--- src/rtl/rr_grant_sequencer.sv ---
// rr_grant_sequencer
//   Round-robin arbiter for four requesters. It drives the select (A) and
//   enable (E) of a 2-to-4 enable decoder, so that at most one decoder line
//   is active at a time. Each grant is held until the grantee releases it.
//   After a release, E stays low for GAP_CYCLES cycles. Then the arbiter
//   re-arbitrates, starting its search after the last grantee.
//
// Ports
//   clk      system clock, rising edge
//   rst      asynchronous active-high reset
//   REQ[3:0] request vector, bit i = requester i
//   DONE     current grantee finished (only looked at while granting)
//   A[1:0]   granted index (decoder select), registered
//   E        grant valid (decoder enable), registered
//   TIMEOUT  one-cycle pulse on a forced release, registered
//
// Build option
//   RR_TIMEOUT_EN  when defined, a grant is forcibly released after MAX_HOLD
//                  cycles and TIMEOUT pulses as E falls. When undefined,
//                  TIMEOUT is tied low and no hold counter exists.
//
// state   | meaning
// --------+-----------------------------------------------------------
// IDLE    | no grant, waiting for any request
// GRANT   | E high, A owned by one requester until release
// GAP     | E low for GAP_CYCLES cycles, then re-arbitrate or go idle

module rr_grant_sequencer #(
   parameter int GAP_CYCLES = 1,
   parameter int MAX_HOLD   = 8
) (
   input  logic       clk,
   input  logic       rst,
   input  logic [3:0] REQ,
   input  logic       DONE,
   output logic [1:0] A,
   output logic       E,
   output logic       TIMEOUT
);

   typedef enum logic [1:0] {
      ST_IDLE  = 2'd0,
      ST_GRANT = 2'd1,
      ST_GAP   = 2'd2
   } state_t;

   // Elaboration-time range checks. These blocks are empty for legal values.
   if (GAP_CYCLES < 1 || GAP_CYCLES > 15) begin : g_bad_gap
      $error("rr_grant_sequencer: GAP_CYCLES out of range 1..15");
   end
   if (MAX_HOLD < 2 || MAX_HOLD > 255) begin : g_bad_hold
      $error("rr_grant_sequencer: MAX_HOLD out of range 2..255");
   end

   // The gap counter is a down-counter. The gap ends at its terminal count of 0.
   localparam logic [3:0] GAP_LOAD = 4'(GAP_CYCLES - 1);

   state_t     state_q, state_d;
   logic [1:0] ptr_q, ptr_d;
   logic [1:0] a_q, a_d;
   logic       e_q, e_d;
   logic [3:0] gap_q, gap_d;

   logic       win_found;
   logic [1:0] win_idx;
   logic       release_req;
   logic       hold_tc;

`ifdef RR_TIMEOUT_EN
   // The hold counter is a down-counter loaded with MAX_HOLD-1 at grant.
   // It reaches 0 on the MAX_HOLD-th cycle of the grant.
   localparam logic [7:0] HOLD_LOAD = 8'(MAX_HOLD - 1);
   logic [7:0] hold_q, hold_d;
   logic       timeout_q, timeout_d;
`endif

   // Search ptr, ptr+1, ptr+2, ptr+3. The loop runs from the highest offset
   // down, so the nearest set bit is the last one written and therefore wins.
   always_comb begin
      win_found = 1'b0;
      win_idx   = ptr_q;
      for (int k = 3; k >= 0; k--) begin
         if (REQ[ptr_q + 2'(k)]) begin
            win_found = 1'b1;
            win_idx   = ptr_q + 2'(k);
         end
      end
   end

   always_comb begin
      state_d     = state_q;
      ptr_d       = ptr_q;
      a_d         = a_q;
      e_d         = e_q;
      gap_d       = gap_q;
      release_req = DONE | ~REQ[a_q];
`ifdef RR_TIMEOUT_EN
      hold_d      = hold_q;
      timeout_d   = 1'b0;
      hold_tc     = (hold_q == 8'd0);
`else
      hold_tc     = 1'b0;
`endif

      case (state_q)
         ST_IDLE: begin
            if (win_found) begin
               a_d     = win_idx;
               e_d     = 1'b1;
               state_d = ST_GRANT;
`ifdef RR_TIMEOUT_EN
               hold_d  = HOLD_LOAD;
`endif
            end
         end

         ST_GRANT: begin
`ifdef RR_TIMEOUT_EN
            if (!hold_tc) begin
               hold_d = hold_q - 8'd1;
            end
`endif
            if (release_req || hold_tc) begin
               e_d     = 1'b0;
               ptr_d   = a_q + 2'd1;
               gap_d   = GAP_LOAD;
               state_d = ST_GAP;
`ifdef RR_TIMEOUT_EN
               // A user release on the same edge takes precedence, so no pulse.
               timeout_d = hold_tc & ~release_req;
`endif
            end
         end

         ST_GAP: begin
            if (gap_q == 4'd0) begin
               if (win_found) begin
                  a_d     = win_idx;
                  e_d     = 1'b1;
                  state_d = ST_GRANT;
`ifdef RR_TIMEOUT_EN
                  hold_d  = HOLD_LOAD;
`endif
               end else begin
                  state_d = ST_IDLE;
               end
            end else begin
               gap_d = gap_q - 4'd1;
            end
         end

         default: begin
            state_d = ST_IDLE;
            e_d     = 1'b0;
         end
      endcase
   end

   always_ff @(posedge clk or posedge rst) begin
      if (rst) begin
         state_q <= ST_IDLE;
         ptr_q   <= 2'd0;
         a_q     <= 2'd0;
         e_q     <= 1'b0;
         gap_q   <= 4'd0;
      end else begin
         state_q <= state_d;
         ptr_q   <= ptr_d;
         a_q     <= a_d;
         e_q     <= e_d;
         gap_q   <= gap_d;
      end
   end

`ifdef RR_TIMEOUT_EN
   always_ff @(posedge clk or posedge rst) begin
      if (rst) begin
         hold_q    <= 8'd0;
         timeout_q <= 1'b0;
      end else begin
         hold_q    <= hold_d;
         timeout_q <= timeout_d;
      end
   end

   assign TIMEOUT = timeout_q;
`else
   assign TIMEOUT = 1'b0;
`endif

   assign A = a_q;
   assign E = e_q;

endmodule

--- config.mk ---
export PLATFORM = sky130hd
export DESIGN_NAME = rr_grant_sequencer
export DESIGN_NICKNAME = d
export VERILOG_FILES = /design/src/rtl/rr_grant_sequencer.sv
export SDC_FILE = /design/constraint.sdc
export NUM_CORES = 1
export LEC_CHECK = 0
export ABC_AREA = 1
export BUFFER_PORTS_ARGS = -buffer_cell sky130_fd_sc_hd__buf_4
export CAP_MARGIN = 15
export CORE_MARGIN = 4
export CORE_UTILIZATION = 58
export CTS_BUF_LIST = sky130_fd_sc_hd__clkbuf_4
export CTS_CLUSTER_SIZE = 25
export DETAILED_ROUTE_END_ITERATION = 10
export GPL_ROUTABILITY_DRIVEN = 1
export HOLD_SLACK_MARGIN = 0.08
export PLACE_DENSITY = 0.85
export SLEW_MARGIN = 20
export SYNTH_ARGS = -nofsm -noshare
export SYNTH_HDL_FRONTEND = slang
export SYNTH_SLANG_ARGS = --single-unit
--- constraint.sdc ---
create_clock -name clk -period 1.8 [get_ports clk]
set_clock_uncertainty 0.1 [all_clocks]
set_input_delay 0.54 -clock clk [delete_from_list [all_inputs] [get_ports clk]]
set_output_delay 0.54 -clock clk [all_outputs]
set_load 0.005 [all_outputs]
==> results.md, run 1 <==
- Gr usage total: 17.9%
- Slowest library cell on the worst path: dfrtp_1
- Synth Register Bits: 11
- CP Launch Type: flip-flop
- Layout Cells excl Fill: 141
- Layout overhead on the synthesized area: 12.4%
- Routed Antenna Nets: 0
- # resized after CTS: 0
- GR peak layer: met2
- Initial DRC count: 13
- DRT Pass-1 Iters: 4
- Port-buffer cells: 9
- Final slew viol count: 0
- Number of synthesized flops with an enable pin: 0
- Core area: 0.00128 mm^2
- Worst-path clk slew: 0.07 ns
- Util after Layout: 68.7%
- DIE HEIGHT: 44.8 um
- Sequential area share after synthesis: 35.0%
- Overflow after GRT: 0
- Area after DPL: 853 um^2
- CTS sink cnt: 11
- Inst Count DP: 137
- Fin Hold WS: 0.145 ns
- CTS tree: done
- Max VDD drop: 0.975 mV
- Top-count cell post-synth: nand2_1
- Pwr dens: 1900 mW/mm^2
- Leakage power: 0.000500 uW
- Synthesized net count: 124
- Detailed Place HPWL: 1130 um
- Antenna fix cells: 0
- CTS max path bufs: 2
- Fin area: 883 um^2
- Critical-path cell list: inv_6 -> nand2_2 -> nand3_1 -> nand2_1 -> nor2_2 -> a21oi_2 -> inv_2 -> nand2_1 -> nand2_1
- GRT met1 Usage: 22.4%
- Die area: 0.00201 mm^2
- Area leader, netlist: dfrtp_1
- Fin crit period: 1.58 ns
- Post-layout nets: 136
- Largest net degree at the start of global routing: 12
- Antenna violations before repair: 0
- Main synth FF type: dfrtp_1
- Crit Path Class: reg -> reg
- MaxCap Viol Count: 0
- Sum Neg Setup Slack: 0 ns
- # setup viols final: 0
- Gpl congestion: 0.848
- RSZ-0062 raised after global routing: no
- Critical Path AT: 1.64 ns
- Status: finished, final reports clean
- Synthesis Warnings: 0
- DRC Markers: 0
- Hold WC Path Type: in -> async
- Final Hold Viols: 0
- Synth cell types: 21
- Per-cell routed wire length: 10.3 um
- Root Buffer: clkbuf_4
- Crit path largest cell delay: 0.56 ns
- Worst EP required: 1.86 ns
- Final WL: 1450 um
- Top post-synthesis cells by count: nand2_1 (36), inv_1 (16), nand3_1 (13), nand2_2 (12), dfrtp_1 (11)
- Final period util: 88.0%
- Vias/cell: 5.16
- Hold buffer count at cts: 0
- Cell Area, Synth: 786 um^2
- TritonCTS Buffers: 3
- Critical Path Sink Type: flip-flop
- Clock latency on the worst-skew pair: 0.27 ns
- Row cnt: 13
- Post-CTS setup buffer count: 0
- Global Route met2 Usage: 26.1%
- Die width: 44.8 um
- Mapped Cells: 115
- Vias in the first global route: 630
- Critical Path Fanout Max: 9
- CTS H-tree depth: 1
- Share of cells above drive strength 1: 24.6%
- Syn avg cell area: 6.83 um^2
- Fmax: 0.632 GHz
- Cell mode on critical path: nand2_1
- Met3 usage: 6.77%
- Initial Utilization: 61.1%
- Share of the synthesized area in the top cell type: 35.0%
- Detailed-route via count: 727
- # IOs: 11
- Leading post-synthesis cells by cell area: dfrtp_1 (35%), nand2_1 (17%), nand2_2 (9.6%)
- First-pass GRT wire length: 2570 um
- Ys async rst share: 100%
-- metal layers --
| layer | up-vias | share of wire, % | wire length (um) |
|---|---|---|---|
| li1 | 376 | - | - |
| met1 | 324 | 46 | 664 |
| met3 | 6 | 5.7 | 83 |
| met4 | 0 | 2.3 | 33 |
| met2 | 21 | 46 | 668 |
| met5 | - | 0 | 0 |
-- through the flow --
step	setup WS (ns)	total power, uW
2_1_floorplan	0.401	1300
3_3_place_gp	0.212	1470
3_5_place_dp	0.182	1490
4_1_cts	0.226	1690
5_1_grt	0.0931	1880
6_report	0.217	1680
-- logic make-up (layout without fill, tap and decap cells) --
| kind of cell | after synthesis | count (layout) | synth area share [%] |
|---|---|---|---|
| adder cells (fa/ha/maj) | 2 | 2 | 3.18 |
| AO/OA/AOI/OAI | 11 | 11 | 7.80 |
| buffers and inverters | 21 | 32 | 12.1 |
| AND/OR/NAND/NOR | 67 | 67 | 39.2 |
| other | 1 | 1 | 0.477 |
| flip-flops | 11 | 11 | 35.0 |
| XOR/XNOR | 2 | 2 | 2.23 |
-- worst paths after layout --
| check | start | end | slack (ns) | cells after the start |
|---|---|---|---|---|
| max | ptr_q[0]$_DFFE_PP0P_ | A[0]$_DFFE_PP0P_ | 0.22 | 9 |
| min in group clk | E$_DFFE_PP0P_ | E$_DFFE_PP0P_ | 0.39 | 2 |
| max reg2reg | ptr_q[0]$_DFFE_PP0P_ | A[0]$_DFFE_PP0P_ | 0.22 | 9 |
| min | rst | gap_q[0]$_DFFE_PP0P_ | 0.15 | 2 |
| max in group asynchronous | rst | state_q[1]$_DFFE_PP0P_ | 1.16 | 2 |
| min reg2reg | E$_DFFE_PP0P_ | E$_DFFE_PP0P_ | 0.39 | 2 |
-- state kept, by name (all words and copies together) (netlist names) --
signal	cells
state_q	2
ptr_q	2
gap_q	4
E	1
A	2
-- power breakdown --
| part | internal (uW) | switching [uW] | leakage (uW) |
|---|---|---|---|
| Combinational | 382 | 623 | 0.000343 |
| Clock | 101 | 80.0 | 0.0000184 |
| Sequential | 369 | 125 | 0.000139 |
-- cells in the final DEF, fill, tap and decap left out, types with 3 or more instances in the layout --
master and instances:
nand2_1 36, inv_1 16, nand2_2 12, nand3_1 13
o21ai_0 4, a21oi_1 3, clkbuf_4 4, dfrtp_1 11
buf_4 9
-- critical path: cells and delay by family (launching register included) --
family / cells / cell delay (ns)
buffers and inverters: 2 / 0.16
AOI/OAI and AO/OA: 1 / 0.19
DFF: 1 / 0.56
and+or+nand+nor: 6 / 0.46
-- final cells by class --
cell class	count	area (um^2)
Multi-Input combinational cell	83	415
Fill cell	120	402
Sequential cell	11	275
Inverter	19	76.3
Timing Repair Buffer	9	67.6
Clock buffer	4	30.0
Tap cell	15	18.8
No activity file was read; power rests on OpenSTA's default activity.
==> run 2: changes to the inputs <==
REMOVE_ABC_BUFFERS = 1   (was default)
==> run 2 against run 1 <==
  * First-iteration DRC count did not move
  * Design area did not move
  * Flip-flop and latch count did not move
  * Maximum frequency fell by 1.2%
  * Critical path depth rose by 1
  * Largest cell class unchanged
  * Sequential share of layout area did not move
  * Count of clock-buffer cells in the layout did not move
  * Core utilization did not move
  * Final cell count did not move
  * Die area did not move
  * Clock power barely moved
==> results.md, run 2 (synthesis gave the netlist of run 1 again) <==
- Layout Cells excl Fill: 141 (unchanged)
- Max FFs per register: 4 (unchanged)
- Gpl congestion: 0.811 (-4.4%)
- Final WL: 1510 um (+4.2%)
- Hold buffer count at cts: 0 (unchanged)
- Cell mode on critical path: nand2_1
- Antenna fix cells: 0 (unchanged)
- Worst EP required: 1.86 ns (about the same)
- # setup viols final: 0 (unchanged)
- Slowest library cell on the worst path: dfrtp_1
- Power share of the combinational group: 59.1% (-0.7 points)
- Footprint of the multi-input gates: 415 um^2 (unchanged)
- Initial DRC count: 13 (unchanged)
- Gr usage total: 17.6% (-0.29 points)
- Layout overhead on the synthesized area: 12.4% (unchanged)
- Vias in the first global route: 634 (+0.63%)
- Switching share of power: 49.6% (+0.29 points)
- Most frequent cells in the layout: nand2_1 (36), inv_1 (16), nand3_1 (13)
- Critical Path Sink Type: flip-flop
- Crit Path Class: reg -> reg
- Net switching power: 836 uW (+0.98%)
- Post-CTS setup buffer count: 0 (unchanged)
- Critical Path Fanout Max: 9 (unchanged)
- Die width: 44.8 um (unchanged)
- CTS tree: done
- Status: finished, final reports clean
- Core area: 0.00128 mm^2 (unchanged)
- Max VDD drop: 0.928 mV (-4.9%)
- Post-layout nets: 136 (unchanged)
- Leakage power: 0.000500 uW (unchanged)
- Commonest non-fill, non-tap cell in the layout: nand2_1
- MaxCap Viol Count: 0 (unchanged)
- DRC Markers: 0 (unchanged)
- CP Launch Type: flip-flop
- Per-cell routed wire length: 10.7 um (+4.2%)
- Largest net degree at the start of global routing: 12 (unchanged)
- Detailed Place HPWL: 1230 um (+8.2%)
- Worst-path clk slew: 0.07 ns (about the same)
- Worst Path Buf+Inv: 2 (unchanged)
- Sum Neg Setup Slack: 0 ns (unchanged)
- Crit path largest cell delay: 0.52 ns (-0.04 ns)
- Register with the most flip-flops: gap_q
- Fin crit period: 1.60 ns (+0.0199 ns)
- DRT Pass-1 Iters: 4 (unchanged)
- Row cnt: 13 (unchanged)
- Seq pwr share: 30.0% (+0.6 points)
- Final slew viol count: 0 (unchanged)
- Antenna violations before repair: 0 (unchanged)
- Clock latency on the worst-skew pair: 0.27 ns (about the same)
- Hold WC Path Type: in -> async
- Initial Utilization: 61.1% (unchanged)
- Die area: 0.00201 mm^2 (unchanged)
- Final period util: 89.1% (+1.1 points)
- CTS H-tree depth: 1 (unchanged)
- Final Hold Viols: 0 (unchanged)
- CTS max path bufs: 2 (unchanged)
- CP top delay family: flip-flops
- DIE HEIGHT: 44.8 um (unchanged)
- Root Buffer: clkbuf_4
- Vias/cell: 5.15 (-0.14%)
- TritonCTS Buffers: 3 (unchanged)
- Register area: 275 um^2 (unchanged)
- Dpl ws: 0.198 ns (+0.0163 ns)
- Detailed-route via count: 726 (-0.14%)
- Critical-path cell list: inv_6 -> nand2_1 -> nand2_2 -> nand2_1 -> nand2_2 -> nor2_2 -> a21oi_2 -> inv_2 -> nand2_1 -> nand2_1
- Fill cells: 111 (-7.5%)
- Internal power: 851 uW (-0.18%)
- CTS sink cnt: 11 (unchanged)
- # IOs: 11 (unchanged)
- Clk pwr share: 10.8% (about the same)
- RSZ-0062 raised after global routing: no
- Pwr dens: 1910 mW/mm^2 (+0.39%)
- # resized after CTS: 0 (unchanged)
- Inst Count DP: 137 (unchanged)
- Share of cells above drive strength 1: 24.6% (unchanged)
- First-pass GRT wire length: 2530 um (-1.6%)
- Fmax: 0.624 GHz (-1.2%)
- Final worst slack: 0.197 ns (-0.0199 ns)
- Overflow after GRT: 0 (unchanged)
- Port-buffer cells: 9 (unchanged)
- Routed Antenna Nets: 0 (unchanged)
- Critical Path AT: 1.66 ns (+0.02 ns)
-- run 2: cell counts in the layout (fill, tap and decap cells not counted) --
No cell type changed its count.
-- run 2: area by class of cell --
class,count,share of cell area [%]
tap,15,2.12
clock buffer,4,3.40
sequential,11,31.2
multi-input combinational,83,47.0
timing repair buffer,9,7.65
inverter,19,8.64
-- run 2: worst paths after layout --
| check | startpoint | endpoint | slack [ns] | cells after the start |
|---|---|---|---|---|
| worst min-delay path | rst | gap_q[1]$_DFFE_PP0P_ | 0.15 | 2 |
| worst max register to register | ptr_q[0]$_DFFE_PP0P_ | A[0]$_DFFE_PP0P_ | 0.20 | 10 |
| worst min register to register | E$_DFFE_PP0P_ | E$_DFFE_PP0P_ | 0.39 | 2 |
| min in group clk | E$_DFFE_PP0P_ | E$_DFFE_PP0P_ | 0.39 | 2 |
| max in group asynchronous | rst | E$_DFFE_PP0P_ | 1.16 | 2 |
| worst max-delay path | ptr_q[0]$_DFFE_PP0P_ | A[0]$_DFFE_PP0P_ | 0.20 | 10 |
-- run 2: per-layer routing --
metal / wire [um] / track usage (%)
met3: 81 / 5.18
met5: 0 / 0
met1: 694 / 21.8
met4: 31 / 8.19
met2: 702 / 28.1
-- run 2: power groups by stage --
stage                     clock network, uW  registers [uW]  logic (uW)
final                                   183             506         997
after global routing                    202             526        1150
after CTS                               185             505        1000
after detailed placement                  0             506        1000
after global placement                    0             503         959
after floorplan                           0             477         793
-- run 2: per-stage QoR --
step	area, um^2	util, %	power [uW]	hold WS, ns
finish	883	68.7	1690	0.151
global route	883	68.7	1880	0.175
CTS	883	68.7	1700	0.164
detailed placement	853	66.4	1510	0.370
global placement	853	66.4	1460	0.373
floorplan	767	-	1270	0.292
-- run 2: worst reg2reg max path, stage by stage, from the launching register on --
cell     delay [ns]
dfrtp_1        0.52
inv_6          0.15
nand2_1        0.07
nand2_2        0.07
nand2_1        0.08
nand2_2        0.09
nor2_2         0.04
a21oi_2        0.18
inv_2          0.08
nand2_1        0.06
nand2_1        0.05
